**src/rtl/input_sram_reader.sv**
```systemverilog
// input_sram_reader: streams a burst of 64-bit words from the input SRAM controller through a small FIFO.
// Optional macro INPUT_SRAM_READER_STRIDE_EN adds a per-burst address stride port.
module input_sram_reader #(
   parameter int unsigned FIFO_DEPTH = 4,
   parameter int unsigned LEN_W      = 16
) (
   input  logic             clock,
   input  logic             reset,
   input  logic             start,
   input  logic [31:0]      base_addr,
   input  logic [LEN_W-1:0] length,
`ifdef INPUT_SRAM_READER_STRIDE_EN
   input  logic [LEN_W-1:0] stride,
`endif
   output logic             busy,
   output logic             done,
   output logic             r_en,
   output logic [31:0]      r_addr,
   input  logic [63:0]      r_d,
   input  logic             d_ready,
   output logic             out_valid,
   output logic [63:0]      out_data,
   input  logic             out_ready
);

   localparam int unsigned PTR_W = (FIFO_DEPTH > 1) ? $clog2(FIFO_DEPTH) : 1;
   localparam int unsigned CNT_W = PTR_W + 1;

   typedef enum logic [1:0] {IDLE, ISSUE, WAIT, DRAIN} state_t;

   state_t             state, state_n;
   logic [31:0]        addr, addr_n, r_addr_n, step;
   logic [LEN_W-1:0]   remaining, remaining_n;
   logic               r_en_n, done_n, busy_n;
   logic [63:0]        mem [FIFO_DEPTH];
   logic [PTR_W-1:0]   wr_ptr, rd_ptr;
   logic [CNT_W-1:0]   count;
   logic               push, pop;

`ifdef INPUT_SRAM_READER_STRIDE_EN
   logic [LEN_W-1:0]   stride_q, stride_n;
   assign step = 32'(stride_q);
`else
   assign step = 32'd1;
`endif

   assign push      = (state == WAIT) && d_ready;
   assign pop       = out_valid && out_ready;
   assign out_valid = (count != '0);
   assign out_data  = mem[rd_ptr];

   // State and registered controller-side outputs
   always_ff @(posedge clock or posedge reset) begin
      if (reset) begin
         state     <= IDLE;
         addr      <= '0;
         remaining <= '0;
         r_en      <= 1'b0;
         r_addr    <= '0;
         done      <= 1'b0;
         busy      <= 1'b0;
`ifdef INPUT_SRAM_READER_STRIDE_EN
         stride_q  <= '0;
`endif
      end else begin
         state     <= state_n;
         addr      <= addr_n;
         remaining <= remaining_n;
         r_en      <= r_en_n;
         r_addr    <= r_addr_n;
         done      <= done_n;
         busy      <= busy_n;
`ifdef INPUT_SRAM_READER_STRIDE_EN
         stride_q  <= stride_n;
`endif
      end
   end

   // Next-state and next-output logic
   always_comb begin
      state_n     = state;
      addr_n      = addr;
      remaining_n = remaining;
      r_en_n      = 1'b0;
      r_addr_n    = r_addr;
      done_n      = 1'b0;
`ifdef INPUT_SRAM_READER_STRIDE_EN
      stride_n    = stride_q;
`endif
      case (state)
         IDLE: begin
            if (start) begin
               if (length != '0) begin
                  addr_n      = base_addr;
                  remaining_n = length;
`ifdef INPUT_SRAM_READER_STRIDE_EN
                  stride_n    = stride;
`endif
                  state_n     = ISSUE;
               end else begin
                  done_n = 1'b1;
               end
            end
         end
         ISSUE: begin
            // A free slot now guarantees room for the single outstanding word
            if (count < CNT_W'(FIFO_DEPTH)) begin
               r_en_n   = 1'b1;
               r_addr_n = addr;
               state_n  = WAIT;
            end
         end
         WAIT: begin
            if (d_ready) begin
               remaining_n = remaining - LEN_W'(1);
               addr_n      = addr + step;
               state_n     = (remaining == LEN_W'(1)) ? DRAIN : ISSUE;
            end
         end
         DRAIN: begin
            if (count == '0) begin
               done_n  = 1'b1;
               state_n = IDLE;
            end
         end
         default: state_n = IDLE;
      endcase
      busy_n = (state_n != IDLE);
   end

   // FIFO pointers and occupancy
   always_ff @(posedge clock or posedge reset) begin
      if (reset) begin
         wr_ptr <= '0;
         rd_ptr <= '0;
         count  <= '0;
      end else begin
         if (push) wr_ptr <= wr_ptr + PTR_W'(1);
         if (pop)  rd_ptr <= rd_ptr + PTR_W'(1);
         case ({push, pop})
            2'b10:   count <= count + CNT_W'(1);
            2'b01:   count <= count - CNT_W'(1);
            default: count <= count;
         endcase
      end
   end

   // FIFO storage
   always_ff @(posedge clock) begin
      if (push) mem[wr_ptr] <= r_d;
   end

endmodule

```
**config.mk**
```make
export PLATFORM = sky130hd
export DESIGN_NAME = input_sram_reader
export DESIGN_NICKNAME = d
export VERILOG_FILES = /design/src/rtl/input_sram_reader.sv
export SDC_FILE = /design/constraint.sdc
export NUM_CORES = 1
export LEC_CHECK = 0
export BUFFER_PORTS_ARGS = -buffer_cell sky130_fd_sc_hd__buf_2
export CAP_MARGIN = 20
export CORE_MARGIN = 2
export CORE_UTILIZATION = 40
export CTS_BUF_LIST = sky130_fd_sc_hd__clkbuf_4 sky130_fd_sc_hd__clkbuf_8
export CTS_CLUSTER_DIAMETER = 60
export DETAILED_ROUTE_END_ITERATION = 8
export PLACE_DENSITY = 0.61
export REMOVE_ABC_BUFFERS = 1
export SLEW_MARGIN = 10
export SYNTH_ARGS = -nofsm -noshare
export SYNTH_HDL_FRONTEND = slang
export SYNTH_SLANG_ARGS = --single-unit
```
**constraint.sdc**
```tcl
create_clock -name clock -period 4.8 [get_ports clock]
set_clock_uncertainty 0.2 [all_clocks]
set_input_delay 0.24 -clock clock [delete_from_list [all_inputs] [get_ports clock]]
set_output_delay 0.24 -clock clock [all_outputs]
set_load 0.01 [all_outputs]
```
==> flow_metrics.tcl <==
set metrics [dict create \
    synth-simple-area-share_pct 6.191 \
    clock_path_buffers 3 \
    hold_ws_ns 0.08562 \
    rsz0062_at_grt "no" \
    diodes 0 \
    cts_root_buf "clkbuf_8" \
    status "finished clean" \
    yosys.area_share.xor_xnor_pct 0.3693 \
    wl_per_cell_um 18.84 \
    grt_max_degree 100 \
    gr-total-overflow 0 \
    powerDensity_nw_per_um2 581.0 \
    grt_antenna_before_repair 1 \
    slowest_delay_ns 0.59 \
    num_vias 8968 \
    crit_type "reg2reg" \
    synthToLayoutAreaGrowth_pct 27.77 \
    yosysMostFrequentCell "edfxtp_1" \
    r2r_cells 10 \
    synth_edf_count 256 \
    crit_path_end_kind "register" \
    nNetsFinal 1341 \
    synth_top_family_by_area "multiplexers" \
    cts_buffers 58 \
    synth_top_area_cell "edfxtp_1" \
    async_flop_share_pct 26.44 \
    drc 0 \
    clk_pin_slew_ns 0.07 \
    drt_iter0_drc 574 \
    grt_use_total_pct 17.87 \
    ys_warn_count 0 \
    synth-seq-area-share_pct 70.21 \
    max_slew_margin_pct 30.10 \
    htreeDepth 2 \
    drv_cap 0 \
    synthDominantCellAreaShare_pct 54.03 \
    rows 69 \
    routed_wl_um 32390 \
    ios 217 \
    die_x_um 192.6 \
    viasPerCell 5.217 \
    cp_top_family "buffers and inverters" \
    syn_inst 855 \
    crit_arrival_ns 3.79 \
    crit_chain "inv_1 -> ha_4 -> clkinv_1 -> buf_4 -> nor2_1 -> a211oi_4 -> buf_4 -> nor2_1 -> a221oi_1 -> dlygate4sd3_1" \
    avgSynthCellArea_um2 16.64 \
    worst-slew-pin-transition_ns 1.048 \
    synth.area.mux_share_pct 12.64 \
    synth_top_flop_cell "edfxtp_1" \
    fin_crit_sh_pct 71.17 \
    cpMaxStageDelayCell "dlygate4sd3_1" \
    initial_core_util_pct 40.30 \
    fin_tns_setup_ns 0 \
    fill_cells 2914 \
    drive_gt1_share_pct 34.50 \
    clock-sinks 348 \
    setup_viol 0 \
    synth_common_cells "edfxtp_1 (256), dfrtp_1 (92), mux4_2 (64)" \
    synth_seq_cells 348 \
    synthesis.area_um2 14230 \
    cts_setup_buffers 0 \
    path_depth 10 \
    p_leak_nw 6.733 \
    min_period_ns 3.416 \
    dr.pass1.iters 5 \
    synth_compound_area_share_pct 7.149 \
    synth_cell_types 70 \
    synth_area_leaders "edfxtp_1 (54%), dfrtp_1 (16%), mux4_2 (10%)" \
    grt_pass1_vias 9446 \
    ir_drop_v 0.0003485 \
    cp_max_fo 46 \
    drt.antenna.violating_nets 0 \
    grt_pass1_wl_um 51070 \
    crit_required_ns 5.17 \
    cts_resized 0 \
    place.port_buffers 216 \
    fmax_ghz 0.2927 \
    core_um2 35310 \
    power_mw 10.56 \
    hold_path_class "in2async" \
    gp_congestion 0.7979 \
    synth_fa_ha_area_share_pct 1.196 \
    clock_latency_ns 0.63 \
    start_kind "register" \
    die_area_um2 37100 \
    hold_viol_final 0 \
    drv_slew 0 \
    crit_buf_inv 5 \
    die_height_um 192.6 \
    dp_hpwl_um 19300 \
    cts_tree "done" \
]
## path summary, 6_finish.rpt
| check | from | slack (ns) | endpoint |
|---|---|---|---|
| max in group asynchronous | reset | 3.34 | done |
| max reg2reg | state[0] | 1.38 | remaining[4] |
| min | reset | 0.09 | r_addr[1] |
| min reg2reg | count[0] | 0.30 | count[0] |
| max | state[0] | 1.38 | remaining[4] |
| min in group clock | r_d[1] | 0.16 | mem[2][1] |
## routing by layer
metal	vias up	global-route usage [%]	wire length [µm]
li1	4114	-	-
met1	4495	23.73	14010
met2	308	28.99	15520
met3	49	4.946	2325
met4	2	4.786	528
met5	-	0	13
## cells by family (layout without fill, tap and decap cells)
group                      count (synthesis)  after routing
buffers and inverters                     75            478
DFF                                      348            348
AOI/OAI and AO/OA                        158            158
xor gates and xnor gates                   6              6
muxes                                     96             96
and+or+nand+nor                          159            159
adders and majority gates                 13             13
## registers in the layout (all words and copies together), names as in the netlist
signal and count:
done 1, addr 32, wr_ptr 2, count 3
r_addr 32, state 2, mem 256, rd_ptr 2
busy 1, remaining 16, r_en 1
## worst register-to-register path, stage by stage, from the launching register on
cell	delay [ns]
dfrtp_1	0.38
inv_1	0.10
ha_4	0.20
clkinv_1	0.05
buf_4	0.30
nor2_1	0.19
a211oi_4	0.50
buf_4	0.53
nor2_1	0.09
a221oi_1	0.24
dlygate4sd3_1	0.59
## through the flow
step,area [µm²],setup slack (ns),util [%],instances
2_1_floorplan,14010,-1.667,-,806
3_3_place_gp,15790,1.905,44.72,1493
3_5_place_dp,15790,1.859,44.72,1493
4_1_cts,18180,1.395,51.49,1719
5_1_grt,18180,1.053,51.49,1719
6_report,18180,1.384,51.49,1719
## power breakdown
| part | switching, mW | internal (mW) |
|---|---|---|
| clock | 1.17 | 1.51 |
| sequential | 0.525 | 3.83 |
| combinational | 1.86 | 1.67 |
## layout make-up
cell class	instances	area (µm²)	area share, %
inverters	26	100.1	0.5506
multi-input cells	432	3964	21.80
clock buffers	77	953.4	5.244
repair buffers	345	2347	12.91
flip-flops and latches	348	9995	54.98
clock inverters	30	244.0	1.342
well taps	461	576.8	3.173
## what timing repair did
item	in CTS	in global routing
endpoints found under the hold margin	365	0
hold buffers	119	0
setup endpoints to repair	0	0
## cells in the final DEF (no fill, tap or decap), drive strengths merged, types with 5 or more instances in the layout
cell type and n:
dlygate4sd3 119, mux4 64, o22ai 17, mux2 29, dfrtp 92, buf 226, and3 10, nor3 7
a41o 5, nand3 24, nor2 24, a21oi 46, inv 27, clkinv 24, nand2 46, o211ai 5
o22a 7, edfxtp 256, a31oi 9, nand4 16, nor4 8, o21ai 34, a2bb2oi 13, clkbuf 77
ha 12
Note: power is estimated with default switching activity, not from simulation.
